`src/rtl/ms_c2_pkg.sv`:
```
// Shared constants for the chunk-serial sign-magnitude / two's complement converter.
package ms_c2_pkg;

  // Conversion direction, sampled when an operand is accepted
  localparam logic MODE_MS2C2 = 1'b0;
  localparam logic MODE_C22MS = 1'b1;

  // Controller state encodings
  localparam logic [1:0] ST_IDLE = 2'd0;
  localparam logic [1:0] ST_BUSY = 2'd1;
  localparam logic [1:0] ST_DONE = 2'd2;

endpackage

```
`src/rtl/n_ms_c2_converter_chunk_negator.sv`:
```
// One chunk of a ripple invert-plus-carry negation; passes the operand through when not negating.
module n_chunk_negator #(
  parameter int unsigned W = 4
) (
  input  logic [W-1:0] a_i,
  input  logic         neg_i,
  input  logic         cin_i,
  output logic [W-1:0] res_c,
  output logic         cout_c
);

  logic [W:0] sum_c;

  assign sum_c = {1'b0, ~a_i} + {{W{1'b0}}, cin_i};

  // Select negated chunk or pass-through; carry only propagates while negating
  always_comb begin
    res_c  = a_i;
    cout_c = cin_i;
    if (neg_i) begin
      res_c  = sum_c[W-1:0];
      cout_c = sum_c[W];
    end
  end

endmodule

```
`src/rtl/n_ms_c2_converter.sv`:
```
// Multi-cycle MS <-> C2 converter, CHUNK bits negated per clock, valid/ready on both sides.
// Optional feature: define N_MS_C2_CONVERTER_SAT_EN to saturate overflowing MS->C2 results.
import ms_c2_pkg::*;

module n_ms_c2_converter #(
  parameter int unsigned N     = 8,
  parameter int unsigned CHUNK = 4
) (
  input  logic         clock,
  input  logic         reset_,
  input  logic         in_valid,
  output logic         in_ready,
  input  logic         mode,
  input  logic [N-1:0] x,
  input  logic         sgn_in,
  output logic         out_valid,
  input  logic         out_ready,
  output logic [N-1:0] z,
  output logic         sgn_out,
  output logic         ow
);

  localparam int unsigned NCH   = N / CHUNK;
  localparam int unsigned IDX_W = (NCH > 1) ? $clog2(NCH) : 1;

`ifdef N_MS_C2_CONVERTER_SAT_EN
  localparam bit SAT_EN = 1'b1;
`else
  localparam bit SAT_EN = 1'b0;
`endif

  // Reject unsupported geometries at elaboration
  generate
    if (N < 2 || CHUNK == 0 || (N % CHUNK) != 0) begin : g_bad_param
      $error("n_ms_c2_converter: N must be >= 2 and a multiple of CHUNK");
    end
  endgenerate

  logic [1:0]       state_q, state_d;
  logic             in_ready_q, in_ready_d;
  logic             out_valid_q, out_valid_d;
  logic [N-1:0]     x_q, x_d;
  logic             mode_q, mode_d;
  logic             sgn_q, sgn_d;
  logic             neg_q, neg_d;
  logic [IDX_W-1:0] idx_q, idx_d;
  logic             carry_q, carry_d;
  logic [N-1:0]     acc_q, acc_d;
  logic [N-1:0]     z_q, z_d;
  logic             sgn_out_q, sgn_out_d;
  logic             ow_q, ow_d;

  logic [CHUNK-1:0] chunk_x;
  logic [CHUNK-1:0] chunk_res;
  logic             chunk_cout;
  logic [N-1:0]     acc_merged;
  logic             ow_fin;
  logic [N-1:0]     z_fin;
  logic             sgn_fin;

  // Chunk multiplexer feeding the single negator
  always_comb begin
    chunk_x = '0;
    for (int unsigned c = 0; c < NCH; c++) begin
      if (idx_q == IDX_W'(c)) chunk_x = x_q[c*CHUNK +: CHUNK];
    end
  end

  n_chunk_negator #(
    .W(CHUNK)
  ) u_negator (
    .a_i    (chunk_x),
    .neg_i  (neg_q),
    .cin_i  (carry_q),
    .res_c  (chunk_res),
    .cout_c (chunk_cout)
  );

  // Drop the processed chunk into its slot of the partial result
  always_comb begin
    acc_merged = acc_q;
    for (int unsigned c = 0; c < NCH; c++) begin
      if (idx_q == IDX_W'(c)) acc_merged[c*CHUNK +: CHUNK] = chunk_res;
    end
  end

  // Final result flags; the last carry-out is discarded so negative zero maps to zero
  always_comb begin
    ow_fin  = (mode_q == MODE_MS2C2) & x_q[N-1] & ~(sgn_q & ~(|x_q[N-2:0]));
    z_fin   = acc_merged;
    if (SAT_EN && ow_fin) begin
      z_fin = sgn_q ? {1'b1, {(N-1){1'b0}}} : {1'b0, {(N-1){1'b1}}};
    end
    sgn_fin = (mode_q == MODE_MS2C2) ? z_fin[N-1] : x_q[N-1];
  end

  // Next-state and datapath update
  always_comb begin
    state_d     = state_q;
    in_ready_d  = in_ready_q;
    out_valid_d = out_valid_q;
    x_d         = x_q;
    mode_d      = mode_q;
    sgn_d       = sgn_q;
    neg_d       = neg_q;
    idx_d       = idx_q;
    carry_d     = carry_q;
    acc_d       = acc_q;
    z_d         = z_q;
    sgn_out_d   = sgn_out_q;
    ow_d        = ow_q;

    case (state_q)
      ST_IDLE: begin
        if (in_valid) begin
          x_d        = x;
          mode_d     = mode;
          sgn_d      = sgn_in;
          neg_d      = (mode == MODE_C22MS) ? x[N-1] : sgn_in;
          idx_d      = '0;
          carry_d    = 1'b1;
          acc_d      = '0;
          state_d    = ST_BUSY;
          in_ready_d = 1'b0;
        end
      end
      ST_BUSY: begin
        acc_d   = acc_merged;
        carry_d = chunk_cout;
        if (idx_q == IDX_W'(NCH - 1)) begin
          state_d     = ST_DONE;
          out_valid_d = 1'b1;
          z_d         = z_fin;
          sgn_out_d   = sgn_fin;
          ow_d        = ow_fin;
        end else begin
          idx_d = idx_q + IDX_W'(1);
        end
      end
      ST_DONE: begin
        if (out_ready) begin
          state_d     = ST_IDLE;
          out_valid_d = 1'b0;
          in_ready_d  = 1'b1;
        end
      end
      default: begin
        state_d     = ST_IDLE;
        in_ready_d  = 1'b1;
        out_valid_d = 1'b0;
      end
    endcase
  end

  // State and datapath registers
  always_ff @(posedge clock or negedge reset_) begin
    if (!reset_) begin
      state_q     <= ST_IDLE;
      in_ready_q  <= 1'b1;
      out_valid_q <= 1'b0;
      x_q         <= '0;
      mode_q      <= MODE_MS2C2;
      sgn_q       <= 1'b0;
      neg_q       <= 1'b0;
      idx_q       <= '0;
      carry_q     <= 1'b0;
      acc_q       <= '0;
      z_q         <= '0;
      sgn_out_q   <= 1'b0;
      ow_q        <= 1'b0;
    end else begin
      state_q     <= state_d;
      in_ready_q  <= in_ready_d;
      out_valid_q <= out_valid_d;
      x_q         <= x_d;
      mode_q      <= mode_d;
      sgn_q       <= sgn_d;
      neg_q       <= neg_d;
      idx_q       <= idx_d;
      carry_q     <= carry_d;
      acc_q       <= acc_d;
      z_q         <= z_d;
      sgn_out_q   <= sgn_out_d;
      ow_q        <= ow_d;
    end
  end

  assign in_ready  = in_ready_q;
  assign out_valid = out_valid_q;
  assign z         = z_q;
  assign sgn_out   = sgn_out_q;
  assign ow        = ow_q;

endmodule
```
`config.mk`:
```
export PLATFORM = sky130hd
export DESIGN_NAME = n_ms_c2_converter
export DESIGN_NICKNAME = d
export VERILOG_FILES = /design/src/rtl/ms_c2_pkg.sv /design/src/rtl/n_ms_c2_converter_chunk_negator.sv /design/src/rtl/n_ms_c2_converter.sv
export SDC_FILE = /design/constraint.sdc
export NUM_CORES = 1
export LEC_CHECK = 0
export CORE_MARGIN = 8
export CORE_UTILIZATION = 45
export DETAILED_ROUTE_END_ITERATION = 10
export GPL_ROUTABILITY_DRIVEN = 0
export PLACE_DENSITY = 0.72
export RECOVER_POWER = 100
export SYNTH_ARGS = -nofsm -noshare
export SYNTH_HDL_FRONTEND = slang
export SYNTH_HIERARCHICAL = 1
export SYNTH_SLANG_ARGS = --single-unit
export TNS_END_PERCENT = 5
```
`constraint.sdc`:
```
create_clock -name clock -period 2.9 [get_ports clock]
set_clock_uncertainty 0.1 [all_clocks]
set_input_delay 0.29 -clock clock [delete_from_list [all_inputs] [get_ports clock]]
set_output_delay 0.29 -clock clock [all_outputs]
set_load 0.02 [all_outputs]
```
==> results of run 1 <==
[placed cells by master (no fill, tap or decap)]
cell / count
nand2_1: 32
dfrtp_1: 30
dlygate4sd3_1: 13
clkdlybuf4s50_1: 12
mux2_1: 10
inv_1: 7
a22o_1: 7
nand2b_1: 6
o21ai_0: 6
nor2_1: 5
a21oi_1: 5
clkbuf_4: 5
mux2_2: 4
nor3b_1: 2
mux2i_1: 2
clkbuf_1: 2
ha_1: 2
nand3b_1: 1
nor4b_1: 1
nor4_1: 1
a2111oi_0: 1
a21o_1: 1
and3b_1: 1
o21bai_1: 1
nor3_1: 1
clkinv_2: 1
bufinv_16: 1
clkbuf_8: 1
dfstp_2: 1
xnor2_1: 1
nand2b_2: 1
o32ai_1: 1
nand4bb_1: 1
o211ai_1: 1
[cells in the mapped netlist (2+ instances only)]
master,instances,area share
a21oi_1,5,0.017
a22o_1,7,0.041
buf_2,5,0.017
dfrtp_1,30,0.51
ha_1,2,0.017
inv_1,7,0.018
mux2_1,10,0.076
mux2_2,4,0.030
mux2i_1,2,0.014
nand2_1,32,0.081
nand2b_1,6,0.025
nor2_1,5,0.013
o21ai_0,4,0.014
o21ai_1,2,0.0068
[power groups by stage]
stage	Sequential [W]	Clock, W	Combinational (W)
6_report	0.000822	0.000351	0.000918
5_1_grt	0.000855	0.000377	0.00103
4_1_cts	0.000837	0.000360	0.000991
3_5_place_dp	0.000847	0	0.000984
3_3_place_gp	0.000836	0	0.000949
2_1_floorplan	0.000853	0	0.000650
[through the flow]
stage / setup slack, ns / std cells / util
final: 0.482 / 213 / 0.559
after floorplan: 0.775 / 138 / -
after CTS: 0.433 / 213 / 0.571
after global placement: 0.688 / 205 / 0.544
after global routing: 0.348 / 213 / 0.559
after detailed placement: 0.458 / 205 / 0.544
[metal layers]
layer	track usage	vias to the layer above	share of wire
li1	-	528	-
met1	0.144	504	0.43
met2	0.197	18	0.50
met3	0.0450	6	0.051
met4	0.0665	0	0.023
met5	0	-	0
[worst reg2reg max path, stage by stage, from the launching register on]
cell	delay [ns]
dfrtp_1	0.64
mux2_2	0.39
inv_1	0.08
ha_1	0.20
nor3b_1	0.26
o211ai_1	0.19
a22o_1	0.24
a22o_1	0.23
[final cells by class]
cell class | instances | area, µm²
timing repair buffer | 27 | 258
sequential | 31 | 777
multi-input combinational | 94 | 616
inverter | 7 | 26.3
tap | 46 | 57.6
fill | 316 | 1440
clock inverter | 2 | 35.0
clock buffer | 6 | 51.3
[final timing paths]
path                       slack [ns]                   end  cells past startpoint
max                              0.48  acc_q[3]$_DFFE_PN0P_                      7
min                              0.37      z[7]$_DFFE_PN0P_                      2
max reg2reg                      0.48  acc_q[3]$_DFFE_PN0P_                      7
min reg2reg                      0.37      z[7]$_DFFE_PN0P_                      2
max in group asynchronous        0.94    x_q[4]$_DFFE_PN0P_                      2
min in group asynchronous        0.80  acc_q[3]$_DFFE_PN0P_                      2
[logic make-up after synthesis]
logic type / count (synthesis) / share of synthesized area
XOR/XNOR: 1 / 0.00591
multiplexers: 16 / 0.120
adder cells (fa/ha/maj): 2 / 0.0169
AO/OA/AOI/OAI: 23 / 0.115
AND/OR/NAND/NOR: 52 / 0.179
flip-flops: 31 / 0.524
buffers and inverters: 13 / 0.0397
[state kept, by name (all words and copies together) (netlist names), 2 cells and up]
signal / flops
state_q: 2
z: 8
acc_q: 4
x_q: 8
==> summary.txt, run 1 <==
Critical path
  • CP top delay family: compound AO/OA/AOI/OAI gates
  • Worst path arrival time: 2.55 ns
  • CP Max Fanout: 15
  • FF-to-FF Start: idx_q$_DFFE_PN0P_
  • Critical-path cell list: mux2_2, inv_1, ha_1, nor3b_1, o211ai_1, a22o_1, a22o_1
  • Crit path launch: idx_q$_DFFE_PN0P_
  • Worst path most repeated cell: a22o_1
  • CP Launch Type: flip-flop
  • Bufs and invs on worst path: 1
  • Max stage delay on crit path: roughly 0.64 ns
  • Crit path kind: flip-flop to flip-flop
  • Max stage delay cell, worst path: dfrtp_1
  • Worst Setup End Kind: flip-flop
  • CP Data Required Time: roughly 3.0 ns

Timing
  • Worst rel slew slack: -0.0920
  • Tcrit/Tclk final: 0.834
  • RSZ-0062 raised after global routing: no
  • Fin Hold WS: between 0.3 and 0.4 ns
  • Fmax: about 410 MHz
  • Minimum clock period: 2.42 ns
  • Final setup vio count: 0
  • Final Hold Viols: 0
  • Setup_tns: 0 ns
  • Slew Limit Fails: 32
  • Worst Tran Pin Value: 1.64 ns

Pwr
  • Psw: between 0.0008 and 0.0009 W
  • Ratio of total power to cell area: 1150 nW/µm²
  • Static Leak: ~0.86 nW
  • Int Pwr: 0.00128 W
  • Sw Share: 0.390
  • Peak VDD IR: around 0.0004 V
  • Gate power share: 0.439
  • Clock share of power: 0.168
  • Post-layout power: 0.00209 W
  • Register share of total power: 0.393

Drt
  • DRC Markers: 0
  • Routed via count: roughly 1100
  • Drt total wl: around 3000 µm
  • Routed Antenna Nets: 0
  • Initial DRT Pass Iterations: 4
  • Routed wire length per instance: roughly 14 µm
  • Initial drt markers: 27
  • Vias/cell: roughly 5

Placement
  • Cell Area, Placed: between 1500 and 2000 µm²
  • PortBufs: 25
  • DP Wirelength: 2210 µm

Yosys
  • Post-Synthesis Cells: approximately 140
  • Post-synth EDFFs: 0
  • Sequential element share of the synthesized area: 0.524
  • Synth cell types: 31
  • Syn Nets: between 150 and 200
  • Synth Flop Type: dfrtp_1
  • Yosys reg bits: 31
  • Ys Warns: 6
  • Syn avg cell area: about 11 µm²
  • Cell Area, Synth: 1480 µm²
  • Asr flop ratio synth: 1.00

Outcome
  • Status: complete, but fails checks
  • Failing checks: max-capacitance violations, max-slew violations

Clocking
  • CTS tree: yes
  • Cts hold-fix bufs: 0
  • Clock Path Buffers: 2
  • # resized after CTS: 0
  • CTS buffer count: 5
  • Clock insertion delay at the later pin of the skew report: between 0.3 and 0.4 ns
  • Clock sink total: 31
  • H-tree level count: 2
  • Clock root cell: clkbuf_4
  • Post-CTS setup buffers: 0
  • Reg clk slew, reported paths: 0.10 ns

Finish
  • Fraction of layout cells with a size suffix above 1: 0.0838
  • N_diodes: 0
  • Layout Nets: roughly 180
  • Final instance area: between 1500 and 2000 µm²
  • Synthesis-to-layout area growth: 22.8%

Floorplan
  • Initial Util: 0.455
  • Die Width: around 73 µm
  • Ports: 26
  • Core area: between 3000 and 4000 µm²
  • Die Area: around 5400 µm²
  • Die height: approximately 73 µm
  • Core Rows: 21

Min path
  • Min-Delay Startpoint: z[7]$_DFFE_PN0P_
  • Hold Path Class: flip-flop to flip-flop

Flow run
  • Max-capacitance violation count: 1

Global route
  • All-Layer GR Usage: 0.125
  • First-pass GRT wire length: between 5000 and 6000 µm
  • GRT overflow: 0
  • Initial antenna violation count: 0
  • Vias in the first global route: ~1100
  • Largest net degree at the start of global routing: 32
(Power assumes the default switching activity.)
==> run 2, diff against run 1 <==
==> constraint.sdc (replaced) <==
create_clock -name clock -period 2.45 [get_ports clock]
set_clock_uncertainty 0.1 [all_clocks]
set_input_delay 0.245 -clock clock [delete_from_list [all_inputs] [get_ports clock]]
set_output_delay 0.245 -clock clock [all_outputs]
set_load 0.02 [all_outputs]
==> run 2 against run 1 <==
The flow still finishes with violations (max-capacitance violations, max-slew violations). Final area up 0.41%. Critical endpoint is now acc_q[1]$_DFFE_PN0P_. Non-clock buffer count up 1. Total power up 18%. Clock-buffer cell count unchanged. Global-route usage down 0.30 points. Sequential power up 14%. Maximum frequency up 20%. Register-to-register slack worse by 0.05 ns. Critical path type unchanged.
==> summary.txt, run 2 (synthesized netlist as in run 1, its figures left out) <==
Clocking
  • # resized after CTS: 0
  • H-tree level count: 2
  • Reg clk slew, reported paths: around 0.10 ns
  • Post-CTS setup buffers: 0
  • Clock insertion delay at the later pin of the skew report: between 0.3 and 0.4 ns
  • Clock Path Buffers: 2
  • Clock root cell: clkbuf_4
  • CTS buffer count: 5
  • Cts hold-fix bufs: 0
  • Clock sink total: 31
  • CTS tree: yes

Floorplan
  • Initial Util: 0.455
  • Core Rows: 21
  • Ports: 26
  • Core area: 3260 µm²
  • Die Area: between 5000 and 6000 µm²
  • Die Width: 73.4 µm
  • Die height: roughly 73 µm

Global route
  • All-Layer GR Usage: 0.122
  • First-pass GRT wire length: 4970 µm
  • Vias in the first global route: 1127
  • Largest net degree at the start of global routing: 32
  • Initial antenna violation count: 0
  • GRT overflow: 0

Finish
  • Fraction of layout cells with a size suffix above 1: 0.0774
  • Fin cells: ~210
  • Layout Nets: 183
  • N_diodes: 0
  • Synthesis-to-layout area growth: 23.3%
  • Most frequent cells in the layout: nand2_1, dfrtp_1, dlygate4sd3_1
  • Commonest non-fill, non-tap cell in the layout: nand2_1

Outcome
  • Status: complete, but fails checks
  • Failing checks: max-capacitance violations, max-slew violations

Flow run
  • Max-capacitance violation count: 1

Critical path
  • Crit path kind: flip-flop to flip-flop
  • CP Launch Type: flip-flop
  • CP Max Fanout: 14
  • Worst path arrival time: between 2 and 2.5 ns
  • CP Data Required Time: between 2 and 3 ns
  • Cells on worst reg2reg path: 9
  • Worst Setup End Kind: flip-flop

Placement
  • Dpl cells: roughly 210
  • PortBufs: 25
  • DP Wirelength: 2170 µm

Drt
  • DRC Markers: 0
  • Initial DRT Pass Iterations: 4
  • Routed wire length per instance: approximately 14 µm
  • Initial drt markers: 18
  • Vias/cell: approximately 5.0
  • Drt total wl: roughly 2900 µm
  • Routed via count: around 1100
  • Routed Antenna Nets: 0

Min path
  • Hold Path Class: flip-flop to flip-flop
  • WHS Path Cells: 2

Pwr
  • Peak VDD IR: between 0.0006 and 0.0007 V
  • Post-layout power: between 0.002 and 0.0025 W
  • Static Leak: 0.863 nW
  • Ratio of total power to cell area: 1350 nW/µm²

Timing
  • Final setup vio count: 0
  • Minimum clock period: between 2 and 2.5 ns
  • RSZ-0062 raised after global routing: no
  • Worst rel slew slack: -0.0735
  • Fmax: between 400 and 500 MHz
  • Slew Limit Fails: 32
  • Setup_tns: 0 ns
  • Worst Tran Pin Value: 1.61 ns
  • Final Hold Viols: 0
  • Tcrit/Tclk final: 0.824
-- run 2: final cells by class --
type,instances,area [µm²]
Fill cell,322,1430
Sequential cell,31,777
Multi-Input combinational cell,94,616
Timing Repair Buffer,28,265
Tap cell,46,57.6
Clock buffer,6,51.3
Clock inverter,2,35.0
Inverter,7,26.3
-- run 2: worst max-delay path: stages (launching register included) --
cell and delay, ns:
dfrtp_1 0.39, buf_4 0.18, mux2_1 0.36, inv_1 0.09, ha_1 0.23, nand2_1 0.07, o21ai_0 0.15, nand2b_1 0.11
o21ai_0 0.07, a22o_1 0.18
-- run 2: worst paths after layout --
| check | start | to | slack [ns] |
|---|---|---|---|
| worst min-delay path | z[5]$_DFFE_PN0P_ | z[5]$_DFFE_PN0P_ | 0.37 |
| max in group asynchronous | reset_ | z[6]$_DFFE_PN0P_ | 0.57 |
| worst max register to register | idx_q$_DFFE_PN0P_ | acc_q[1]$_DFFE_PN0P_ | 0.43 |
| min in group asynchronous | reset_ | z[7]$_DFFE_PN0P_ | 0.75 |
| worst max-delay path | idx_q$_DFFE_PN0P_ | acc_q[1]$_DFFE_PN0P_ | 0.43 |
| worst min register to register | z[5]$_DFFE_PN0P_ | z[5]$_DFFE_PN0P_ | 0.37 |
-- run 2: stage by stage --
stage	util	instance area (µm²)	worst slack, ns	hold WS [ns]
floorplan	-	1480	0.325	-0.151
global placement	0.546	1780	0.544	0.357
detailed placement	0.546	1780	0.445	0.363
CTS	0.573	1870	0.428	0.199
global route	0.561	1830	0.223	0.401
finish	0.561	1830	0.431	0.374
-- run 2: power by group --
part           switching (W)  total, W  internal [W]
Clock               0.000175  0.000416      0.000241
Combinational       0.000589   0.00112      0.000528
Sequential          0.000193  0.000939      0.000746
-- run 2: routing by layer --
layer / track usage / vias up / routed length [µm]
met5: 0 / - / 0
met4: 0.0843 / 0 / 55
met3: 0.0341 / 4 / 151
met2: 0.199 / 22 / 1470
met1: 0.133 / 511 / 1240
li1: - / 534 / -
==> run 3, diff against run 2 <==
==> constraint.sdc (replaced) <==
create_clock -name clock -period 2.1 [get_ports clock]
set_clock_uncertainty 0.1 [all_clocks]
set_input_delay 0.21 -clock clock [delete_from_list [all_inputs] [get_ports clock]]
set_output_delay 0.21 -clock clock [all_outputs]
set_load 0.02 [all_outputs]
==> run 3 against run 2 <==
Cell count rose by 1.4%. The run now ends clean. Largest power group unchanged. Combinational power increased by 27%. Critical path depth fell by 2. Sequential share of layout area shrank 0.35 points. Routed wire length grew 0.99%. Flip-flop and latch count unchanged. Core utilization is 0.46 points higher. Die area is the same. First-iteration DRC count rose to 2.9 times the previous value. Final area increased by 0.82%.
==> summary.txt, run 3 (synthesized netlist as in run 1, its figures left out) <==
Outcome
  • Status: finished, final reports clean

Min path
  • Hold Path Class: primary input to asynchronous set/reset pin

Drt
  • Routed wire length per instance: 13.6 µm
  • Initial DRT Pass Iterations: 4
  • Routed via count: 1095
  • DRC Markers: 0
  • Vias/cell: around 5.0
  • Drt total wl: between 2000 and 3000 µm
  • Initial drt markers: 53
  • Routed Antenna Nets: 0

Clocking
  • CTS tree: yes
  • Clock root cell: clkbuf_4
  • # resized after CTS: 0
  • CTS buffer count: 5
  • Clock sink total: 31
  • Clock insertion delay at the later pin of the skew report: 0.32 ns
  • Cts hold-fix bufs: 0
  • Reg clk slew, reported paths: ~0.090 ns
  • Post-CTS setup buffers: 0
  • H-tree level count: 2
  • Clock Path Buffers: 2

Critical path
  • Crit path kind: flip-flop to flip-flop
  • CP Data Required Time: between 2 and 2.5 ns
  • CP Max Fanout: 3
  • Worst path most repeated cell: a22o_1
  • Max stage delay cell, worst path: dfrtp_1
  • Critical-path cell list: mux2_2, inv_1, ha_1, nor3b_1, o211ai_1, a22o_1, a22o_1
  • Worst Setup End Kind: flip-flop
  • Bufs and invs on worst path: 1
  • Worst path arrival time: roughly 2.1 ns
  • Max stage delay on crit path: between 0.3 and 0.4 ns
  • CP Launch Type: flip-flop
  • CP top delay family: compound AO/OA/AOI/OAI gates

Global route
  • Largest net degree at the start of global routing: 32
  • Vias in the first global route: roughly 1200
  • All-Layer GR Usage: 0.124
  • GRT overflow: 0
  • First-pass GRT wire length: a little over 5000 µm
  • Initial antenna violation count: 0

Floorplan
  • Core Rows: 21
  • Initial Util: 0.455
  • Die height: ~73 µm
  • Die Width: between 70 and 80 µm
  • Ports: 26
  • Die Area: around 5400 µm²
  • Core area: between 3000 and 4000 µm²

Flow run
  • Max-capacitance violation count: 0

Pwr
  • Peak VDD IR: 0.000746 V
  • Static Leak: ~0.87 nW
  • Post-layout power: 0.00290 W
  • Ratio of total power to cell area: ~1600 nW/µm²

Timing
  • Final setup vio count: 0
  • Fmax: approximately 500 MHz
  • Minimum clock period: 2.03 ns
  • Fin Hold WS: between 0.3 and 0.4 ns
  • Worst rel slew slack: 0.504
  • Final setup margin: approximately 0.074 ns
  • Tcrit/Tclk final: 0.965
  • Worst Tran Pin Value: 0.743 ns
  • Slew Limit Fails: 0
  • Final Hold Viols: 0

Finish
  • FILL cells: around 330
  • Commonest non-fill, non-tap cell in the layout: nand2_1
  • Fraction of layout cells with a size suffix above 1: 0.111
  • Synthesis-to-layout area growth: 24.3%
  • Most frequent cells in the layout: nand2_1, dfrtp_1, dlygate4sd3_1
  • N_diodes: 0
  • Layout Nets: around 190
  • Fin cells: 217

Placement
  • DP Wirelength: 2240 µm
  • PortBufs: 25
  • Dpl cells: just over 200
  • Dpl ws: roughly 0.13 ns
[run 3: worst register-to-register path, delay by kind of cell (launching register included)]
family                   cells  cell delay, ns
buffers and inverters        1            0.08
AO/OA/AOI/OAI                3            0.63
flip-flops                   1            0.38
AND/OR/NAND/NOR              1            0.21
adder cells (fa/ha/maj)      1            0.20
multiplexers                 1            0.34
[run 3: final cells by class]
type	instances	area, µm²	share of cell area
Sequential cell	31	777	0.422
Multi-Input combinational cell	94	624	0.339
Timing Repair Buffer	31	289	0.157
Clock buffer	8	68.8	0.0373
Tap cell	46	57.6	0.0312
Inverter	7	26.3	0.0143
[run 3: final timing paths]
check	from	endpoint	slack, ns	cells past startpoint
setup / recovery	idx_q$_DFFE_PN0P_	acc_q[3]$_DFFE_PN0P_	0.07	7
hold reg to reg	z[3]$_DFFE_PN0P_	z[3]$_DFFE_PN0P_	0.37	2
setup reg to reg	idx_q$_DFFE_PN0P_	acc_q[3]$_DFFE_PN0P_	0.07	7
hold / removal	reset_	out_valid$_DFFE_PN0P_	0.37	2
max in group asynchronous	reset_	z[1]$_DFFE_PN0P_	1.06	2
min in group clock	z[3]$_DFFE_PN0P_	z[3]$_DFFE_PN0P_	0.37	2
[run 3: through the flow]
stage / util / TNS (ns) / area (µm²)
after CTS: 0.570 / 0 / 1860
final: 0.566 / 0 / 1840
after global routing: 0.566 / -0.0178 / 1840
after floorplan: - / 0 / 1490
after detailed placement: 0.549 / 0 / 1790
after global placement: 0.549 / 0 / 1790
[run 3: power breakdown]
group	switching (W)	internal, W	total, W
Combinational	0.000719	0.000698	0.00142
Clock	0.000190	0.000197	0.000387
Sequential	0.000229	0.000870	0.00110
Total	0.00114	0.00177	0.00290
[run 3: metal layers]
metal / part of all wire / GRT usage / up-vias
met5: 0 / 0 / -
met3: 0.045 / 0.0314 / 5
met2: 0.52 / 0.222 / 20
met1: 0.41 / 0.124 / 529
li1: - / - / 541
met4: 0.019 / 0.0798 / 0
